===== src/rtl/display_mux_7seg.sv =====
// Multiplexed 4-digit common-anode 7-segment scanner for an HH:MM clock with frame snapshot,
// dead time, leading-zero blanking, colon and sticky invalid-time flag. Optional macro: DISPLAY_MUX_BLINK_EN.
module display_mux_7seg #(
  parameter int unsigned SCAN_DIV     = 1000,
  parameter int unsigned DEAD         = 4,
  parameter int unsigned BLINK_FRAMES = 125
) (
  input  logic       clk,
  input  logic       rst_n,
  input  logic [3:0] dhour_i,
  input  logic [3:0] uhour_i,
  input  logic [3:0] dmin_i,
  input  logic [3:0] umin_i,
  input  logic       blank_lz_i,
  output logic [3:0] an_o,
  output logic [6:0] seg_o,
  output logic       dp_o,
  output logic       frame_done_o,
  output logic       err_o
);

  localparam int unsigned DIG_W = 4;
  localparam int unsigned SEG_W = 7;
  localparam int unsigned CNT_W = (SCAN_DIV > 1) ? $clog2(SCAN_DIV) : 1;

  typedef struct packed {
    logic [DIG_W-1:0] dh;
    logic [DIG_W-1:0] uh;
    logic [DIG_W-1:0] dm;
    logic [DIG_W-1:0] um;
  } digits_t;

  logic [CNT_W-1:0] cnt_q, cnt_d;
  logic [1:0]       idx_q, idx_d;
  digits_t          shadow_q, shadow_d;
  logic             err_q, err_d;
  logic [3:0]       an_d;
  logic [SEG_W-1:0] seg_d;
  logic             dp_d;
  logic             frame_done_d;
  logic             colon_on;
  logic             frame_end_c;

  function automatic logic [SEG_W-1:0] decode(input logic [DIG_W-1:0] d);
    logic [SEG_W-1:0] s;
    case (d)
      4'd0:    s = 7'b0111111;
      4'd1:    s = 7'b0000110;
      4'd2:    s = 7'b1011011;
      4'd3:    s = 7'b1001111;
      4'd4:    s = 7'b1100110;
      4'd5:    s = 7'b1101101;
      4'd6:    s = 7'b1111101;
      4'd7:    s = 7'b0000111;
      4'd8:    s = 7'b1111111;
      4'd9:    s = 7'b1101111;
      default: s = 7'b1000000;
    endcase
    return s;
  endfunction

  // Scan counters, snapshot capture and output pre-computation
  always_comb begin
    logic             slot_end;
    logic             snap;
    logic             dead;
    logic             blank;
    logic             invalid;
    logic [DIG_W-1:0] cur;

    cnt_d        = cnt_q + CNT_W'(1);
    idx_d        = idx_q;
    shadow_d     = shadow_q;
    err_d        = err_q;
    an_d         = 4'b1111;
    seg_d        = '0;
    dp_d         = 1'b0;
    cur          = '0;

    slot_end = (cnt_q == CNT_W'(SCAN_DIV - 1));
    if (slot_end) begin
      cnt_d = '0;
      idx_d = idx_q + 2'd1;
    end
    frame_end_c  = slot_end && (idx_q == 2'd3);
    frame_done_d = frame_end_c;

    // Whole-time snapshot only at the start of a frame keeps the display tear-free
    snap    = (cnt_q == '0) && (idx_q == 2'd0);
    invalid = (dhour_i > 4'd9) || (uhour_i > 4'd9) || (dmin_i > 4'd9) || (umin_i > 4'd9) ||
              (dhour_i > 4'd2) || ((dhour_i == 4'd2) && (uhour_i > 4'd3)) || (dmin_i > 4'd5);
    if (snap) begin
      shadow_d = '{dh: dhour_i, uh: uhour_i, dm: dmin_i, um: umin_i};
      err_d    = err_q | invalid;
    end

    case (idx_q)
      2'd0:    cur = shadow_q.dh;
      2'd1:    cur = shadow_q.uh;
      2'd2:    cur = shadow_q.dm;
      default: cur = shadow_q.um;
    endcase

    dead  = (cnt_q < CNT_W'(DEAD));
    blank = blank_lz_i && (idx_q == 2'd0) && (shadow_q.dh == '0);
    if (!dead && !blank) begin
      an_d  = ~(4'b1000 >> idx_q);
      seg_d = decode(cur);
    end
    if (!dead && (idx_q == 2'd1)) begin
      dp_d = colon_on;
    end
  end

  always_ff @(posedge clk or negedge rst_n) begin
    if (!rst_n) begin
      cnt_q        <= '0;
      idx_q        <= '0;
      shadow_q     <= '0;
      err_q        <= 1'b0;
      an_o         <= 4'b1111;
      seg_o        <= '0;
      dp_o         <= 1'b0;
      frame_done_o <= 1'b0;
    end else begin
      cnt_q        <= cnt_d;
      idx_q        <= idx_d;
      shadow_q     <= shadow_d;
      err_q        <= err_d;
      an_o         <= an_d;
      seg_o        <= seg_d;
      dp_o         <= dp_d;
      frame_done_o <= frame_done_d;
    end
  end

  assign err_o = err_q;

`ifdef DISPLAY_MUX_BLINK_EN
  localparam int unsigned FCNT_W = (BLINK_FRAMES > 1) ? $clog2(BLINK_FRAMES) : 1;

  logic [FCNT_W-1:0] fcnt_q, fcnt_d;
  logic              colon_q, colon_d;

  // Colon half-period counted in whole frames
  always_comb begin
    fcnt_d  = fcnt_q;
    colon_d = colon_q;
    if (frame_end_c) begin
      if (fcnt_q == FCNT_W'(BLINK_FRAMES - 1)) begin
        fcnt_d  = '0;
        colon_d = ~colon_q;
      end else begin
        fcnt_d = fcnt_q + FCNT_W'(1);
      end
    end
  end

  always_ff @(posedge clk or negedge rst_n) begin
    if (!rst_n) begin
      fcnt_q  <= '0;
      colon_q <= 1'b1;
    end else begin
      fcnt_q  <= fcnt_d;
      colon_q <= colon_d;
    end
  end

  assign colon_on = colon_q;
`else
  assign colon_on = 1'b1;
`endif

endmodule


===== config.mk =====
export PLATFORM = sky130hd
export DESIGN_NAME = display_mux_7seg
export DESIGN_NICKNAME = d
export VERILOG_FILES = /design/src/rtl/display_mux_7seg.sv
export SDC_FILE = /design/constraint.sdc
export NUM_CORES = 1
export LEC_CHECK = 0
export BUFFER_PORTS_ARGS = -buffer_cell sky130_fd_sc_hd__clkbuf_2
export CORE_UTILIZATION = 45
export DETAILED_ROUTE_END_ITERATION = 10
export PLACE_DENSITY = 0.69
export SETUP_SLACK_MARGIN = 0.05
export SYNTH_ARGS = -nofsm -noshare
export SYNTH_HDL_FRONTEND = slang
export SYNTH_SLANG_ARGS = --single-unit

===== constraint.sdc =====
create_clock -name clk -period 2.25 [get_ports clk]
set_clock_uncertainty 0.05 [all_clocks]
set_input_delay 0.45 -clock clk [delete_from_list [all_inputs] [get_ports clk]]
set_output_delay 0.45 -clock clk [all_outputs]
set_load 0.05 [all_outputs]

Word-level counts from Yosys, hierarchy flattened
Memory sizes are Yosys's and may differ from the RTL's.
Cells that the tools add are included.
- input bits: 19
- memories: 1
- output and inout bits: 14
- logic and storage cells: 53
- memory bits (read-only): 112
- flip-flop bits (word level): 42
- shifts and indexed selects: 1
- mux-type cells: 5
- eq/ne operators: 5
- reduce and logical (&&, ||, !) cells: 18
- add/sub/neg operators: 2
- magnitude comparators: 8
- bitwise operators: 2
- memories (memory ; depth ; bits a word ; rd ports ; clocked after memory_dff ; wr ports ; RTL line ; text):
    (no name shown) ; 16 ; 7 ; 1 ; 0 ; 0 ; 46 ; case (d)
- operator list (kind ; count):
    $gt 4x4->1 const B ; 4
    $pmux 4 s3 ; 1
    $add 10x1->10 const B ; 1
    $eq 10x10->1 const B ; 1
    $logic_not 10->1 ; 1
    $lt 10x3->1 const B ; 1
    $mux 10 ; 1
    $gt 4x2->1 const B ; 2
    $logic_and 1x1->1 ; 7
    $mux 7 ; 1
    $logic_or 1x1->1 ; 6
    $eq 2x2->1 const B ; 2
    $eq 4x2->1 const B ; 1
    $gt 4x3->1 const B ; 1
    $logic_not 4->1 ; 1
    $mux 4 ; 1
    $not 4->4 ; 1
    $shr 4x2->4 const A ; 1
    $add 2x1->2 const B ; 1
    $eq 2x1->1 const B ; 1
    $logic_not 1->1 ; 2
    $logic_not 2->1 ; 1
    $mux 1 ; 1
    $or 1x1->1 ; 1

Logic depth before layout (Yosys ltp)
Gate-level depths: netlist (run 1).
- word-level depth: 8
- gate-level depth with buffers: 9
- mapped depth without buffers: 9

Worst setup path after synthesis (run 1)
No wires, ideal clock.
- path kind: register to register
- start: register idx_q[0]
- end: register seg_o[3]
- setup time: 0.083 ns
- required time: 2.117 ns
- slack: 0.249 ns
- stages on the path, launching flop included: 9
- buffers on the path: 0
- data arrival time: 1.868 ns
- period minus slack after synthesis: 2.001 ns
- path through: dfrtp_1 -> inv_1 -> ha_1 -> a22oi_1 -> o2bb2ai_1 -> inv_1 -> ha_1 -> mux2_1 -> o22ai_1
- cells in the longest elaborated chain, start to end: 6
- elaborated cells on any way between the ends: 10
- those cells by class: eq/ne: 2; mux: 2; reduce/logical: 5; memory: 1
- RTL lines (element ; RTL line ; text):
    start: declaration ; 34 ; logic [1:0] idx_q, idx_d;
    start signal: assignment ; 127 ; idx_q <= idx_d;
    branches (longest 5 deep; another with $mem_v2 16x7) ; - ;
    $mux 7 (*) ; 106 ; if (!dead && !blank) begin
    net seg_d[3] ; 38 ; logic [SEG_W-1:0] seg_d;
    end signal: assignment ; 131 ; seg_o <= seg_d;
    end: declaration ; 16 ; output logic [6:0] seg_o,
Mark *: on every way through the listed nets, which the timed path passes.
A chain may end at the register's enable or synchronous reset.

Final worst setup path (run 1)
- start: register idx_q[0]
- end: register seg_o[6]
Same word-level chain as after synthesis.

==> results of run 1 <==
## layer usage
metal,routed length [um],vias to the layer above,track usage,part of all wire
met3,136,6,0.0404,0.036
met4,63,0,0.0600,0.017
met2,1720,34,0.259,0.45
met5,0,-,0,0
li1,-,695,-,-
met1,1890,676,0.238,0.50
## logic make-up (layout without fill, tap and decap cells)
kind of cell | count (synthesis) | after routing | share of synthesized area
AOI/OAI and AO/OA | 34 | 34 | 0.110
xor gates and xnor gates | 6 | 6 | 0.0251
adders and majority gates | 11 | 11 | 0.0656
buffers and inverters | 12 | 53 | 0.0334
DFF | 42 | 42 | 0.504
muxes | 22 | 22 | 0.137
and+or+nand+nor | 42 | 42 | 0.125
## power by group
| part | total (W) | internal, W | leakage, nW | switching, W |
|---|---|---|---|---|
| combinational | 0.000164 | 0.0000641 | 0.608 | 0.0000997 |
| clock | 0.000582 | 0.000327 | 0.0579 | 0.000256 |
| sequential | 0.000795 | 0.000781 | 0.501 | 0.0000139 |
## layout by cell type, fill, tap and decap left out, types with 3 or more instances in the layout
cell type,count
nor3_1,3
clkbuf_2,32
a22oi_1,3
nor2_1,5
dfrtp_1,38
a21o_1,4
o21ai_0,5
nand2_1,11
and2_1,3
mux2_2,7
buf_4,3
nand3_1,6
mux2_4,11
clkbuf_8,5
a21oi_1,10
inv_1,8
dfstp_2,4
xnor2_1,4
ha_1,10
## registers in the layout, summed over array words and instances, names as in the netlist
register and flops:
seg_o 7, shadow_q 16, err_o 1, idx_q 2, frame_done_o 1, an_o 4, cnt_q 10, dp_o 1
## per-stage QoR
| step | setup slack, ns | power, W | instance area [um^2] |
|---|---|---|---|
| floorplan | 0.249 | 0.000907 | 2100 |
| global placement | 0.209 | 0.000971 | 2330 |
| detailed placement | 0.148 | 0.000974 | 2330 |
| CTS | 0.131 | 0.00156 | 2440 |
| global route | 0.0800 | 0.00160 | 2450 |
| finish | 0.212 | 0.00154 | 2450 |
## layout make-up
| class | count | area share |
|---|---|---|
| clock buffers | 5 | 0.0281 |
| clock inverters | 3 | 0.0164 |
| inverters | 9 | 0.0138 |
| multi-input cells | 115 | 0.401 |
| flip-flops and latches | 42 | 0.432 |
| well taps | 52 | 0.0266 |
| repair buffers | 36 | 0.0829 |
## how the worst min path moves through the flow
stage | from | depth (start not counted) | slack, ns | endpoint
finish | rst_n | 1 | 0.08 | seg_o[0]
global route | rst_n | 1 | 0.14 | cnt_q[2]
global placement | err_o | 1 | 0.39 | err_o
CTS | rst_n | 1 | 0.10 | seg_o[0]
floorplan | rst_n | 0 | 0.10 | cnt_q[0]
detailed placement | err_o | 1 | 0.39 | err_o
## worst reg2reg max path: stages (launching register included)
cell      delay [ns]
dfrtp_1         0.39
inv_1           0.10
ha_2            0.24
a222oi_1        0.47
mux2_4          0.29
mux2_4          0.30
a21oi_1         0.14
## repair_timing
action,4_1_cts,5_1_grt
setup endpoints to repair,0,4
resized for setup,0,2
buffers inserted,0,0
==> reports/results.ini, run 1 <==
[layout]
num-fill-cells = 384
final_util = 0.554
multiInputGateArea_um2 = 980
final_nets = 239
area_growth_pct = 16.6
final_layout_size_suffix_gt1_frac = 0.357
num_antenna_cells = 0
finalNonFillerCells = 262
regArea_um2 = 1060

[timing]
fin_crit_sh = 0.906
finalHoldViolCount = 0
slew_headroom = 0.627
max_freq_mhz = 491
rsz0062_at_grt = false
finalSetupTns_ns = 0
final-setup-viol-count = 0
slew_violations = 0
hold_slack_ns = 0.0826
period_needed_ns = 2.04
worstMarginPinSlew_ns = 0.559

[setup_path]
ff2ff_path_depth = 6
cpPeakStageDelay_ns = 0.47
crit_path_end_kind = flop
worstPathMaxFanout = 7
crit_required_ns = 2.42
rrSetupSlack_ns = 0.21
cp_common_cell = mux2_4
r2r_start = idx_q[0]
path_delay_family = compound AO/OA/AOI/OAI gates
worst-path-stages = 6
cp.arrival_ns = 2.21
critPathSlowestCell = a222oi_1
path_cells = inv_1, ha_2, a222oi_1, mux2_4, mux2_4, a21oi_1
crit_path_end = seg_o[6]
startpoint_type = flop
critPathBufInv = 1
crit_start = idx_q[0]
critPathKind = flop to flop
reg2reg_to = seg_o[6]

[clock_tree]
holdBufCountCts = 0
cts_buffers = 5
clkTransAtPathRegs_ns = 0.08
worstSkewPairLatency_ns = 0.29
cts_num_sinks = 42
ctsRootBufferMaster = clkbuf_8
clockBufferDepth = 2
htree_levels = 2
cts_tree = done

[placed_design]
place_inst = 254
gp_congestion = 0.825
io_buffers = 32
dpl.hpwl_um = 2860

[yosys]
ys_warn_count = 0
synthCells = 169
yosysTopAreaCellShare = 0.453
synth_area_leaders = dfrtp_1 45%, mux2_4 7.9%, ha_1 6.6%
synth-async-reset-ratio = 1.00
synthDistinctLibCells = 41
ys_dominant_reg_cell = dfrtp_1
synthTopCellsByCount = 38 x dfrtp_1, 11 x ha_1, 11 x mux2_4, 11 x nand2_1, 10 x a21oi_1
syn-cell-area_um2 = 2100
synth_edf_count = 0
yosys.area.top_type = dfrtp_1
synth.most_common_cell = dfrtp_1
ys_seq_area_frac = 0.504
postSynthAreaPerCell_um2 = 12.4
ys_ff_latch = 42
syn-num-nets = 199

[detailed_routing]
drc = 0
drtPass1Iterations = 4
wire_per_inst_um = 14.5
antenna_left = 0
initialDrtViolationCount = 55
wl_um = 3810
vias = 1411
drt-vias-per-instance = 5.39

[min_path]
min_path_type = input port to asynchronous set/reset pin

[grt]
antenna_found_initial = 0
grt_max_degree = 23
gr-total-overflow = 0
grt_pass1_vias = 1396
grt.total_usage = 0.171
grt_pass1_wl_um = 6570

[floorplan]
io_pins = 33
fp.coreArea_um2 = 4410
initial_core_util = 0.475
die_y_um = 70.3
die_w_um = 70.3
dieArea_um2 = 4940
rows = 24

[run_status]
status = finished, final reports clean

[power]
p_leak_nw = 1.17
power_density_nw_per_um2 = 630
ir_drop_mv = 0.233

[job]
drv_cap = 0

No activity file was read; power rests on OpenSTA's default activity.
==> run 2, diff against run 1 <==
Settings changed: MAX_ROUTING_LAYER set to met4.
==> reports/results.ini, run 2 (synthesized netlist as in run 1, its figures left out) <==
[layout]
largestRegisters = shadow_q x16, cnt_q x10, seg_o x7
finalInstanceArea_um2 = 2450  ; unchanged
final_common_cell = dfrtp_1
num-fill-cells = 384  ; unchanged
top_register = shadow_q
final_nets = 239  ; unchanged
multiInputGateArea_um2 = 980  ; unchanged
final_layout_size_suffix_gt1_frac = 0.357  ; unchanged
layout_common_cells = 38 x dfrtp_1, 32 x clkbuf_2, 11 x nand2_1, 11 x mux2_4
area_growth_pct = 16.6  ; unchanged
largest_reg_flops = 16  ; unchanged
regArea_um2 = 1060  ; unchanged
num_antenna_cells = 0  ; unchanged

[setup_path]
path_cells = inv_1, ha_2, a222oi_1, mux2_4, mux2_4, a21oi_1
ff2ff_path_depth = 6  ; unchanged
cpPeakStageDelay_ns = 0.48  ; about the same
crit_required_ns = 2.42  ; about the same
startpoint_type = flop
cp.arrival_ns = 2.22  ; about the same
worstPathMaxFanout = 7  ; unchanged
cp_common_cell = mux2_4
critPathKind = flop to flop
crit_path_end_kind = flop
critPathSlowestCell = a222oi_1

[clock_tree]
ctsRootBufferMaster = clkbuf_8
cts_num_sinks = 42  ; unchanged
ctsResizeCount = 0  ; unchanged
cts_tree = done
cts_buffers = 5  ; unchanged
worstSkewPairLatency_ns = 0.29  ; about the same
post_cts_buffers = 0  ; unchanged
htree_levels = 2  ; unchanged
clkTransAtPathRegs_ns = 0.08  ; about the same
clockBufferDepth = 2  ; unchanged
holdBufCountCts = 0  ; unchanged

[placed_design]
io_buffers = 32  ; unchanged
dpl.hpwl_um = 2860  ; unchanged
dpl_cell_area_um2 = 2330  ; unchanged
gp_congestion = 0.837  ; +1.5%

[power]
seqPwrFrac = 0.515  ; about the same
ir_drop_mv = 0.233  ; about the same
switching_power_w = 0.000372  ; +0.59%
combPwrFrac = 0.106  ; about the same
sw_frac_of_total = 0.241  ; +0.00108
power_density_nw_per_um2 = 631  ; +0.14%
power_frac_clock = 0.379  ; about the same
p_leak_nw = 1.17  ; unchanged
p_int_w = 0.00117  ; about the same

[grt]
grt.total_usage = 0.177  ; +0.00582
grt_max_degree = 23  ; unchanged
grt_pass1_wl_um = 6580  ; +0.21%
antenna_found_initial = 0  ; unchanged
grt_pass1_vias = 1395  ; -0.072%
gr-total-overflow = 0  ; unchanged

[floorplan]
initial_core_util = 0.475  ; unchanged
dieArea_um2 = 4940  ; unchanged
fp.coreArea_um2 = 4410  ; unchanged
rows = 24  ; unchanged
die_w_um = 70.3  ; unchanged
die_y_um = 70.3  ; unchanged
io_pins = 33  ; unchanged

[min_path]
min_path_type = input port to asynchronous set/reset pin

[timing]
slew_headroom = 0.626  ; -0.00137
final-setup-viol-count = 0  ; unchanged
period_needed_ns = 2.05  ; +0.0155 ns
worstMarginPinSlew_ns = 0.561  ; +0.00205 ns
slew_violations = 0  ; unchanged
max_freq_mhz = 487  ; -0.75%
finalSetupTns_ns = 0  ; unchanged
fin_crit_sh = 0.913  ; +0.00689
rsz0062_at_grt = false
finalHoldViolCount = 0  ; unchanged

[detailed_routing]
wl_um = 3850  ; +1.1%
drtPass1Iterations = 5  ; +1
initialDrtViolationCount = 56  ; +1.8%
drc = 0  ; unchanged
antenna_left = 0  ; unchanged
drt-vias-per-instance = 5.37  ; -0.28%
wire_per_inst_um = 14.7  ; +1.1%
vias = 1407  ; -0.28%

[run_status]
status = finished, final reports clean

[job]
drv_cap = 0  ; unchanged

run 2: cell counts in the layout (fill, tap and decap cells not counted):
No cell type changed its count.
run 2: power by group through the flow:
stage | Combinational, W | Sequential [W] | Clock [W]
after global placement | 0.000163 | 0.000809 | 0
after global routing | 0.000178 | 0.000798 | 0.000625
after detailed placement | 0.000165 | 0.000809 | 0
after CTS | 0.000165 | 0.000795 | 0.000599
after floorplan | 0.0000605 | 0.000847 | 0
final | 0.000164 | 0.000795 | 0.000584
run 2: per-stage QoR:
stage / std cells / hold WS [ns] / worst slack, ns / power [W] / util
finish: 262 / 0.0816 / 0.197 / 0.00154 / 0.554
floorplan: 169 / 0.104 / 0.249 / 0.000907 / -
CTS: 262 / 0.102 / 0.131 / 0.00156 / 0.552
detailed placement: 254 / 0.395 / 0.148 / 0.000974 / 0.527
global placement: 254 / 0.388 / 0.209 / 0.000971 / 0.527
global route: 262 / 0.133 / 0.0800 / 0.00160 / 0.554
run 2: cell type report:
| type | count | share of cell area |
|---|---|---|
| Timing Repair Buffer | 36 | 0.0829 |
| Clock inverter | 3 | 0.0164 |
| Inverter | 9 | 0.0138 |
| Clock buffer | 5 | 0.0281 |
| Multi-Input combinational cell | 115 | 0.401 |
| Tap cell | 52 | 0.0266 |
| Sequential cell | 42 | 0.432 |
run 2: routing by layer:
layer  GRT usage  wire length [um]  up-vias
met3      0.0447               158        5
met1       0.238              1900      674
li1            -                 -      694
met4      0.0600                57        0
met5           -                 0        -
met2       0.259              1730       34
run 2: worst max-delay path, delay by kind of cell (launching register included):
kind / cells / cell delay (ns)
buffers and inverters: 1 / 0.10
DFF: 1 / 0.39
AOI/OAI and AO/OA: 2 / 0.62
muxes: 2 / 0.59
adders and majority gates: 1 / 0.24
run 2: final timing paths:
check / startpoint / slack, ns / to
max in group asynchronous: rst_n / 1.56 / shadow_q[1]
min: rst_n / 0.08 / seg_o[0]
max: idx_q[0] / 0.20 / seg_o[6]
max reg2reg: idx_q[0] / 0.20 / seg_o[6]
min reg2reg: err_o / 0.41 / err_o
min in group clk: umin_i[0] / 0.33 / shadow_q[0]
==> run 3, diff against run 2 <==
Settings changed: REMOVE_ABC_BUFFERS set to 1.
==> reports/results.ini, run 3 (synthesized netlist as in run 1, its figures left out) <==
[run_status]
status = finished, final reports clean

[setup_path]
cp.arrival_ns = 2.23  ; about the same
critPathSlowestCell = dfrtp_1
rrSetupSlack_ns = 0.18  ; about the same
r2r_start = idx_q[0]
critPathBufInv = 2  ; +1
ff2ff_path_depth = 8  ; +2
crit_path_end_kind = flop
worstPathMaxFanout = 7  ; unchanged
crit_path_end = seg_o[3]
reg2reg_to = seg_o[3]
crit_start = idx_q[0]
worst-path-stages = 8  ; +2
cpPeakStageDelay_ns = 0.38  ; -0.10 ns
startpoint_type = flop
crit_required_ns = 2.41  ; about the same
critPathKind = flop to flop
path_delay_family = adder cells
path_cells = inv_1, ha_1, a22oi_1, o2bb2ai_1, inv_1, ha_1, mux2_1, o22ai_1

[clock_tree]
cts_buffers = 5  ; unchanged
clockBufferDepth = 2  ; unchanged
worstSkewPairLatency_ns = 0.30  ; about the same
cts_tree = done
clkTransAtPathRegs_ns = 0.08  ; about the same
ctsRootBufferMaster = clkbuf_8
holdBufCountCts = 0  ; unchanged
htree_levels = 2  ; unchanged
cts_num_sinks = 42  ; unchanged

[timing]
max_freq_mhz = 484  ; -0.62%
worstMarginPinSlew_ns = 0.568  ; +0.00614 ns
slew_headroom = 0.622  ; -0.00409
fin_crit_sh = 0.918  ; +0.00572
slew_violations = 0  ; unchanged
rsz0062_at_grt = false
hold_slack_ns = 0.0801  ; -0.00149 ns
finalSetupTns_ns = 0  ; unchanged
period_needed_ns = 2.07  ; +0.0129 ns
final-setup-viol-count = 0  ; unchanged
finalHoldViolCount = 0  ; unchanged

[detailed_routing]
antenna_left = 0  ; unchanged
drc = 0  ; unchanged
vias = 1391  ; -1.1%
wl_um = 3790  ; -1.4%
initialDrtViolationCount = 120  ; +110%
drt-vias-per-instance = 5.31  ; -1.1%
drtPass1Iterations = 4  ; -1
wire_per_inst_um = 14.5  ; -1.4%

[floorplan]
die_w_um = 70.3  ; unchanged
initial_core_util = 0.475  ; unchanged
die_y_um = 70.3  ; unchanged
rows = 24  ; unchanged
fp.coreArea_um2 = 4410  ; unchanged
io_pins = 33  ; unchanged
dieArea_um2 = 4940  ; unchanged

[layout]
num_antenna_cells = 0  ; unchanged
layout_common_cells = 38 x dfrtp_1, 32 x clkbuf_2, 11 x nand2_1, 11 x mux2_4, 11 x ha_1
final_nets = 239  ; unchanged
largestRegisters = shadow_q x16, cnt_q x10, seg_o x7
final_common_cell = dfrtp_1
area_growth_pct = 16.5
largest_reg_flops = 16  ; unchanged
top_register = shadow_q
final_layout_size_suffix_gt1_frac = 0.352  ; -0.00476

[power]
power_density_nw_per_um2 = 632  ; +0.17%
p_leak_nw = 1.17  ; about the same
ir_drop_mv = 0.264  ; +13%

[grt]
grt.total_usage = 0.171  ; -0.00591
grt_max_degree = 23  ; unchanged
antenna_found_initial = 0  ; unchanged
grt_pass1_vias = 1288  ; -7.7%
gr-total-overflow = 0  ; unchanged
grt_pass1_wl_um = 6240  ; -5.2%

[min_path]
min_path_type = input port to asynchronous set/reset pin

[placed_design]
dpl.hpwl_um = 2850  ; -0.38%
io_buffers = 32  ; unchanged
gp_congestion = 0.844  ; +0.80%

[job]
drv_cap = 0  ; unchanged

-- run 3: cell counts in the layout (fill, tap and decap cells not counted) --
Identical to the previous run, type by type.
-- run 3: through the flow --
step	std cells	utilization	setup WS, ns	power (W)	area [um^2]
floorplan	166	-	0.249	0.000907	2060
finish	262	0.554	0.184	0.00154	2440
CTS	261	0.550	0.162	0.00156	2430
global route	262	0.554	0.0527	0.00161	2440
detailed placement	253	0.526	0.180	0.000973	2320
global placement	253	0.526	0.257	0.000971	2320
-- run 3: worst min-delay path by stage --
stage / endpoint / slack (ns)
detailed placement: err_o / 0.40
global placement: err_o / 0.39
floorplan: cnt_q[0] / 0.10
CTS: shadow_q[8] / 0.09
finish: seg_o[5] / 0.08
global route: shadow_q[8] / 0.13
-- run 3: timing repair --
| action | 4_1_cts | 5_1_grt |
|---|---|---|
| buffers inserted | 0 | 1 |
| endpoints found under the setup margin | 0 | 3 |
| gates resized for setup | 0 | 1 |
-- run 3: routing by layer --
layer	vias up	global-route usage	routed length (um)
met5	-	-	0
met4	0	0.0600	51
met3	6	0.0433	125
met2	28	0.237	1710
met1	671	0.242	1900
li1	686	-	-
-- run 3: power breakdown --
part           total (W)  internal, W  leakage (nW)  switching [W]
clock           0.000585     0.000327        0.0579       0.000259
combinational   0.000164    0.0000648         0.609      0.0000989
sequential      0.000795     0.000781         0.501      0.0000141
-- run 3: area by class of cell --
cell class	count	area [um^2]
repair buffers	36	203
clock inverters	3	40.0
inverters	9	33.8
clock buffers	5	68.8
well taps	52	65.1
fillers	389	1970
flip-flops and latches	42	1060
multi-input cells	115	977
